==> src/rtl/fir_pkg.sv <==
// rtl/fir_pkg.sv - shared FIR widths, gain shift, warm-up length and saturation limit
package fir_pkg;

    localparam int FIR_IN_W   = 18;
    localparam int FIR_SHIFT  = 8;
    localparam int FIR_OUT_W  = 8;
    // The FIR holds 8 samples in its delay line before the first result is
    // meaningful, so that many leading results are discarded.
    localparam int FIR_WARMUP = 8;
    localparam int FIR_SAT_MAX = (1 << FIR_OUT_W) - 1;

endpackage

==> src/rtl/sync_fifo.sv <==
// rtl/sync_fifo.sv - show-ahead synchronous FIFO with level, full and empty flags
//
// Ports:
//   clk, rst_n_i      clock, asynchronous active-low reset
//   flush_i           synchronous clear, wins over push and pop
//   push_i, data_i    write request and data; refused when full unless a pop
//                     happens in the same cycle
//   pop_i             read request; ignored when empty
//   data_o            head entry; holds the last popped value while empty
//   level_o           occupancy
//   full_o, empty_o   status flags
module sync_fifo #(
    parameter int WIDTH = 8,
    parameter int DEPTH = 8
) (
    input  logic                       clk,
    input  logic                       rst_n_i,
    input  logic                       flush_i,
    input  logic                       push_i,
    input  logic [WIDTH-1:0]           data_i,
    input  logic                       pop_i,
    output logic [WIDTH-1:0]           data_o,
    output logic [$clog2(DEPTH):0]     level_o,
    output logic                       full_o,
    output logic                       empty_o
);

    localparam int PTR_W = $clog2(DEPTH);

    logic [WIDTH-1:0] mem [DEPTH];
    logic [PTR_W-1:0] wr_q, wr_d;
    logic [PTR_W-1:0] rd_q, rd_d;
    logic [PTR_W:0]   cnt_q, cnt_d;
    logic [WIDTH-1:0] hold_q, hold_d;
    logic             do_pop;
    logic             do_push;

    assign empty_o = (cnt_q == '0);
    assign full_o  = (cnt_q == (PTR_W+1)'(DEPTH));
    assign level_o = cnt_q;
    // hold_q keeps the most recently popped value so the output is stable once drained
    assign data_o  = empty_o ? hold_q : mem[rd_q];

    assign do_pop  = pop_i && !empty_o && !flush_i;
    assign do_push = push_i && (!full_o || do_pop) && !flush_i;

    always_comb begin
        wr_d   = wr_q;
        rd_d   = rd_q;
        cnt_d  = cnt_q;
        hold_d = hold_q;
        if (flush_i) begin
            wr_d   = '0;
            rd_d   = '0;
            cnt_d  = '0;
            hold_d = '0;
        end else begin
            if (do_push) begin
                wr_d = wr_q + PTR_W'(1);
            end
            if (do_pop) begin
                rd_d   = rd_q + PTR_W'(1);
                hold_d = mem[rd_q];
            end
            case ({do_push, do_pop})
                2'b10:   cnt_d = cnt_q + (PTR_W+1)'(1);
                2'b01:   cnt_d = cnt_q - (PTR_W+1)'(1);
                default: cnt_d = cnt_q;
            endcase
        end
    end

    always_ff @(posedge clk or negedge rst_n_i) begin
        if (!rst_n_i) begin
            wr_q   <= '0;
            rd_q   <= '0;
            cnt_q  <= '0;
            hold_q <= '0;
        end else begin
            wr_q   <= wr_d;
            rd_q   <= rd_d;
            cnt_q  <= cnt_d;
            hold_q <= hold_d;
        end
    end

    always_ff @(posedge clk) begin
        if (do_push) begin
            mem[wr_q] <= data_i;
        end
    end

endmodule

==> src/rtl/fir_out_decimator.sv <==
// rtl/fir_out_decimator.sv - FIR output rescale, saturate, warm-up discard, decimate and buffer
//
// Ports:
//   clk, reset            clock, asynchronous active-low reset
//   din, din_valid        unsigned FIR result and its strobe
//   flush                 synchronous clear of all state, wins over din_valid
//   dout, dout_valid      FIFO head and not-empty flag
//   dout_ready            consumer accepts dout this cycle
//   level                 FIFO occupancy
//   overflow              sticky: a kept sample was dropped at full FIFO
module fir_out_decimator
    import fir_pkg::*;
#(
    parameter int IN_W   = FIR_IN_W,
    parameter int OUT_W  = FIR_OUT_W,
    parameter int SHIFT  = FIR_SHIFT,
    parameter int DECIM  = 4,
    parameter int WARMUP = FIR_WARMUP,
    parameter int DEPTH  = 8
) (
    input  logic                   clk,
    input  logic                   reset,
    input  logic [IN_W-1:0]        din,
    input  logic                   din_valid,
    input  logic                   flush,
    output logic [OUT_W-1:0]       dout,
    output logic                   dout_valid,
    input  logic                   dout_ready,
    output logic [$clog2(DEPTH):0] level,
    output logic                   overflow
);

    localparam int CNT_W = $clog2(WARMUP + 1);
    localparam int PH_W  = (DECIM > 1) ? $clog2(DECIM) : 1;
    localparam int R_W   = IN_W + 1 - SHIFT;
    localparam logic [IN_W:0]  HALF  = (IN_W+1)'(1) << (SHIFT - 1);
    localparam logic [R_W-1:0] SAT_R = R_W'((1 << OUT_W) - 1);

    logic [CNT_W-1:0] warm_q, warm_d;
    logic [PH_W-1:0]  phase_q, phase_d;
    logic             stage_vld_q, stage_vld_d;
    logic [OUT_W-1:0] stage_data_q, stage_data_d;
    logic             overflow_q, overflow_d;
    logic [R_W-1:0]   rounded;
    logic [OUT_W-1:0] scaled;
    logic             warm_done;
    logic             fifo_full;
    logic             fifo_empty;
    logic             pop_now;

    // One extra bit of headroom so adding the half-LSB cannot wrap.
    assign rounded   = R_W'(({1'b0, din} + HALF) >> SHIFT);
    assign scaled    = (rounded > SAT_R) ? {OUT_W{1'b1}} : rounded[OUT_W-1:0];
    assign warm_done = (warm_q == CNT_W'(WARMUP));

    always_comb begin
        warm_d       = warm_q;
        phase_d      = phase_q;
        stage_vld_d  = 1'b0;
        stage_data_d = stage_data_q;
        if (flush) begin
            warm_d  = '0;
            phase_d = '0;
        end else if (din_valid) begin
            if (!warm_done) begin
                warm_d = warm_q + CNT_W'(1);
            end else begin
                if (phase_q == '0) begin
                    stage_vld_d  = 1'b1;
                    stage_data_d = scaled;
                end
                phase_d = (phase_q == PH_W'(DECIM - 1)) ? '0 : phase_q + PH_W'(1);
            end
        end
    end

    // A staged sample is lost only when the FIFO is full and nothing leaves it this cycle.
    assign pop_now = dout_valid && dout_ready;

    always_comb begin
        overflow_d = overflow_q;
        if (flush) begin
            overflow_d = 1'b0;
        end else if (stage_vld_q && fifo_full && !pop_now) begin
            overflow_d = 1'b1;
        end
    end

    always_ff @(posedge clk or negedge reset) begin
        if (!reset) begin
            warm_q       <= '0;
            phase_q      <= '0;
            stage_vld_q  <= 1'b0;
            stage_data_q <= '0;
            overflow_q   <= 1'b0;
        end else begin
            warm_q       <= warm_d;
            phase_q      <= phase_d;
            stage_vld_q  <= stage_vld_d;
            stage_data_q <= stage_data_d;
            overflow_q   <= overflow_d;
        end
    end

    sync_fifo #(
        .WIDTH (OUT_W),
        .DEPTH (DEPTH)
    ) u_fifo (
        .clk     (clk),
        .rst_n_i (reset),
        .flush_i (flush),
        .push_i  (stage_vld_q),
        .data_i  (stage_data_q),
        .pop_i   (dout_ready),
        .data_o  (dout),
        .level_o (level),
        .full_o  (fifo_full),
        .empty_o (fifo_empty)
    );

    assign dout_valid = !fifo_empty;
    assign overflow   = overflow_q;

endmodule

==> config.mk <==
export PLATFORM = sky130hd
export DESIGN_NAME = fir_out_decimator
export DESIGN_NICKNAME = d
export VERILOG_FILES = /design/src/rtl/fir_pkg.sv /design/src/rtl/sync_fifo.sv /design/src/rtl/fir_out_decimator.sv
export SDC_FILE = /design/constraint.sdc
export NUM_CORES = 1
export LEC_CHECK = 0
export ABC_AREA = 0
export ABC_CLOCK_PERIOD_IN_PS = 7390
export CORE_MARGIN = 1
export CORE_UTILIZATION = 49
export CTS_BUF_LIST = sky130_fd_sc_hd__clkbuf_16
export CTS_CLUSTER_DIAMETER = 100
export CTS_CLUSTER_SIZE = 10
export DETAILED_ROUTE_END_ITERATION = 10
export PLACE_DENSITY_LB_ADDON = 0.2
export SETUP_SLACK_MARGIN = 0.3
export SLEW_MARGIN = 10
export SYNTH_ARGS = -nofsm -noshare
export SYNTH_HDL_FRONTEND = slang
export SYNTH_HIERARCHICAL = 1
export SYNTH_SLANG_ARGS = --single-unit
==> constraint.sdc <==
create_clock -name clk -period 7.39 [get_ports clk]
set_clock_uncertainty 0.05 [all_clocks]
set_input_delay 2.217 -clock clk [delete_from_list [all_inputs] [get_ports clk]]
set_output_delay 2.217 -clock clk [all_outputs]
set_load 0.01 [all_outputs]
==> results.tsv <==
stage	metric	value	unit
timing	drv_slew	0	
detailed_routing	antenna_left	0	
yosys	yosys-top-cells-area	edfxtp_1 (44%), dfrtp_1 (19%), mux4_2 (8.2%)	
floorplanning	dieArea	9350	sq um
global_route	grt_use_total	0.169	
cts	post_cts_resized	0	
timing	setup_tns	0	ns
yosys	seq_area_frac_synth	0.631	
critical_path	critPathLaunch	u_fifo/rd_q[0]$_DFFE_PN0P_	
detailed_routing	wirelength	7430	microns
power_and_ir_drop	ir_drop	0.136	mV
placement	gp_congestion	0.697	
global_route	grt_pass1_vias	2401	
yosys	synth_flop_cell	edfxtp_1	
yosys	avgSynthCellArea	14.1	sq um
floorplanning	die_y	96.7	microns
power_and_ir_drop	leakage	1.75	nW
floorplanning	num_io_pins	37	
yosys	synth.most_common_cell	edfxtp_1	
critical_path	cpMaxStageDelayCell	dfrtp_1	
placement	place_area	4760	sq um
timing	period_minus_slack	5.17	ns
timing	post-route-period-util	0.700	
critical_path	arrival	2.90	ns
yosys	yosysWarnings	6	
cts	holdBufCountCts	0	
critical_path	worstPathCellList	mux4_2, mux2i_1, a21oi_1, clkdlybuf4s50_1	
power_and_ir_drop	power_density	315	nW/um^2
cts	htree_levels	3	
yosys	async_flop_share	0.347	
yosys	synth.distinct_cells	46	
cts	root_buffer	clkbuf_16	
critical_path	reg2reg_depth	8	
worst_hold_path	whs_path_depth	2	
detailed_routing	vias	2531	
critical_path	path_buf_inv	1	
finish	diodes	0	
detailed_routing	wl_per_cell	16.4	microns
detailed_routing	firstDrtPassIters	4	
yosys	yosysTopAreaCell	edfxtp_1	
global_route	antenna_found_initial	0	
finish	postLayoutCellArea	5070	sq um
finish	multi_input_area	1500	sq um
critical_path	cp_top_family	flip-flops	
finish	register_area	2770	sq um
timing	finalHoldViolCount	0	
cts	clockBufferDepth	2	
placement	dp.cells	437	
global_route	grt_max_degree	35	
critical_path	r2r_slack	4.37	ns
critical_path	slowest_delay	1.07	ns
cts	clk_pin_slew	0.07	ns
timing	setup_violations	0	
yosys	synth_nets	343	
cts	insertion_delay	0.33	ns
finish	fillCellCount	693	
critical_path	worstSetupStartpointType	flip-flop	
critical_path	cp_max_fo	18	
cts	cts_setup_buffers	0	
finish	drive_above_1_share	0.139	
floorplanning	rows	34	
power_and_ir_drop	finalPower	1.60	mW
timing	rsz0062_at_grt	false	
flow_run	max_cap_violations	0	
yosys	synthCells	312	
yosys	synth_area	4400	sq um
critical_path	worstSetupEndpointType	output pin	
critical_path	worst_r2r_startpoint	u_fifo/level_o[1]$_DFFE_PN0P_	
cts	cts.sinks	98	
worst_hold_path	worstHoldPathType	reg -> reg	
floorplanning	initial_core_util	0.504	
timing	tightestPinTransition	1.21	ns
critical_path	required	5.12	ns
detailed_routing	drt-vias-per-instance	5.59	
yosys	synth_edf_count	64	
placement	port_buffers	29	
timing	slew_headroom	0.188	
floorplanning	core	8720	sq um
yosys	yosysTopAreaCellShare	0.437	
cts	numCtsBuffers	9	
critical_path	crit_type	reg -> out	
cts	cts_tree	done	
finish	num-nets-final	371	
finish	utilization	0.582	
global_route	overflow	0	
run_status	status	finished clean	
placement	hpwlAfterDp	4950	microns
finish	area_growth_syn_to_layout	15.4	%
detailed_routing	drc	0	
floorplanning	die_w	96.7	microns
yosys	synth_seq_cells	98	
detailed_routing	drtIter0Drc	94	
global_route	grt_pass1_wl	12300	microns
yosys	synthTopCellsByCount	edfxtp_1 (64), nor2_1 (39), dfrtp_1 (34)	
worst_hold_path	holdCritStartpoint	overflow$_DFFE_PN0P_	
finish	fin_cells	453	
critical_path	crit_cells	4	
timing	fmax	193	MHz
-- worst register-to-register path, cell delays in order (launching register included) --
cell      delay (ns)
dfrtp_1         0.50
or4_1           0.90
nand3b_4        0.19
nor2_1          0.07
ha_1            0.33
a21o_1          0.12
nand2_1         0.05
o32a_2          0.39
mux2_1          0.31
-- cell usage in the layout (no fill, tap or decap), types with 2 or more instances in the layout --
cell / count
inv_1: 9
xor2_1: 10
nor2_1: 39
nor2b_1: 3
or3b_2: 2
o211ai_1: 3
mux2i_1: 12
buf_4: 4
o21ai_0: 11
clkbuf_16: 9
inv_6: 2
nand2b_1: 2
a21oi_1: 28
nor3_1: 6
edfxtp_1: 64
ha_1: 8
clkinvlp_4: 2
nand3_1: 4
nand2_1: 14
clkdlybuf4s50_1: 29
mux4_2: 16
dfrtp_1: 34
xnor2_1: 7
-- routing by layer --
metal | global-route usage | part of all wire | wire length [microns] | vias to the layer above
met5 | 0 | 0 | 0 | -
met2 | 0.271 | 0.48 | 3590 | 47
li1 | - | - | - | 1215
met1 | 0.228 | 0.48 | 3560 | 1262
met3 | 0.0267 | 0.023 | 174 | 7
met4 | 0.0792 | 0.013 | 99 | 0
-- cell type report --
cell class / instances / share of cell area
repair buffers: 33 / 0.0631
flip-flops and latches: 98 / 0.546
inverters: 9 / 0.00666
well taps: 108 / 0.0266
clock buffers: 9 / 0.0444
clock inverters: 7 / 0.0163
multi-input cells: 189 / 0.296
-- flip-flops by register name (all words and copies together), names as in the netlist --
register,cells
u_fifo/wr_q,3
u_fifo/mem,64
u_fifo/rd_q,3
u_fifo/hold_q,8
stage_data_q,8
overflow,1
phase_q,2
warm_q,4
stage_vld_q,1
u_fifo/level_o,4
-- path summary, 6_finish.rpt --
check / to
setup / recovery: dout[7]
hold / removal: overflow$_DFFE_PN0P_
setup reg to reg: u_fifo/level_o[3]$_DFFE_PN0P_
hold reg to reg: overflow$_DFFE_PN0P_
max in group asynchronous: stage_data_q[3]$_DFFE_PN0P_
min in group asynchronous: u_fifo/hold_q[5]$_DFFE_PN0P_
-- metrics by stage --
step | setup slack [ns] | hold WS [ns]
final | 2.22 | 0.456
after global routing | 1.99 | 0.490
after CTS | 2.15 | 0.461
after detailed placement | 2.51 | 0.450
after global placement | 2.53 | 0.431
after floorplan | 3.50 | 0.447
-- cell families after synthesis --
kind of cell / synth area share
flip-flops: 0.631
multiplexers: 0.117
AND/OR/NAND/NOR: 0.102
buffers and inverters: 0.0282
adder cells (fa/ha/maj): 0.0228
XOR/XNOR: 0.0339
AO/OA/AOI/OAI: 0.0652
-- power breakdown --
| part | leakage, nW | switching (mW) | internal (mW) |
|---|---|---|---|
| Sequential | 0.956 | 0.0559 | 0.609 |
| Combinational | 0.649 | 0.205 | 0.257 |
| Clock | 0.145 | 0.202 | 0.268 |
Power figures use the tool's default switching activity.
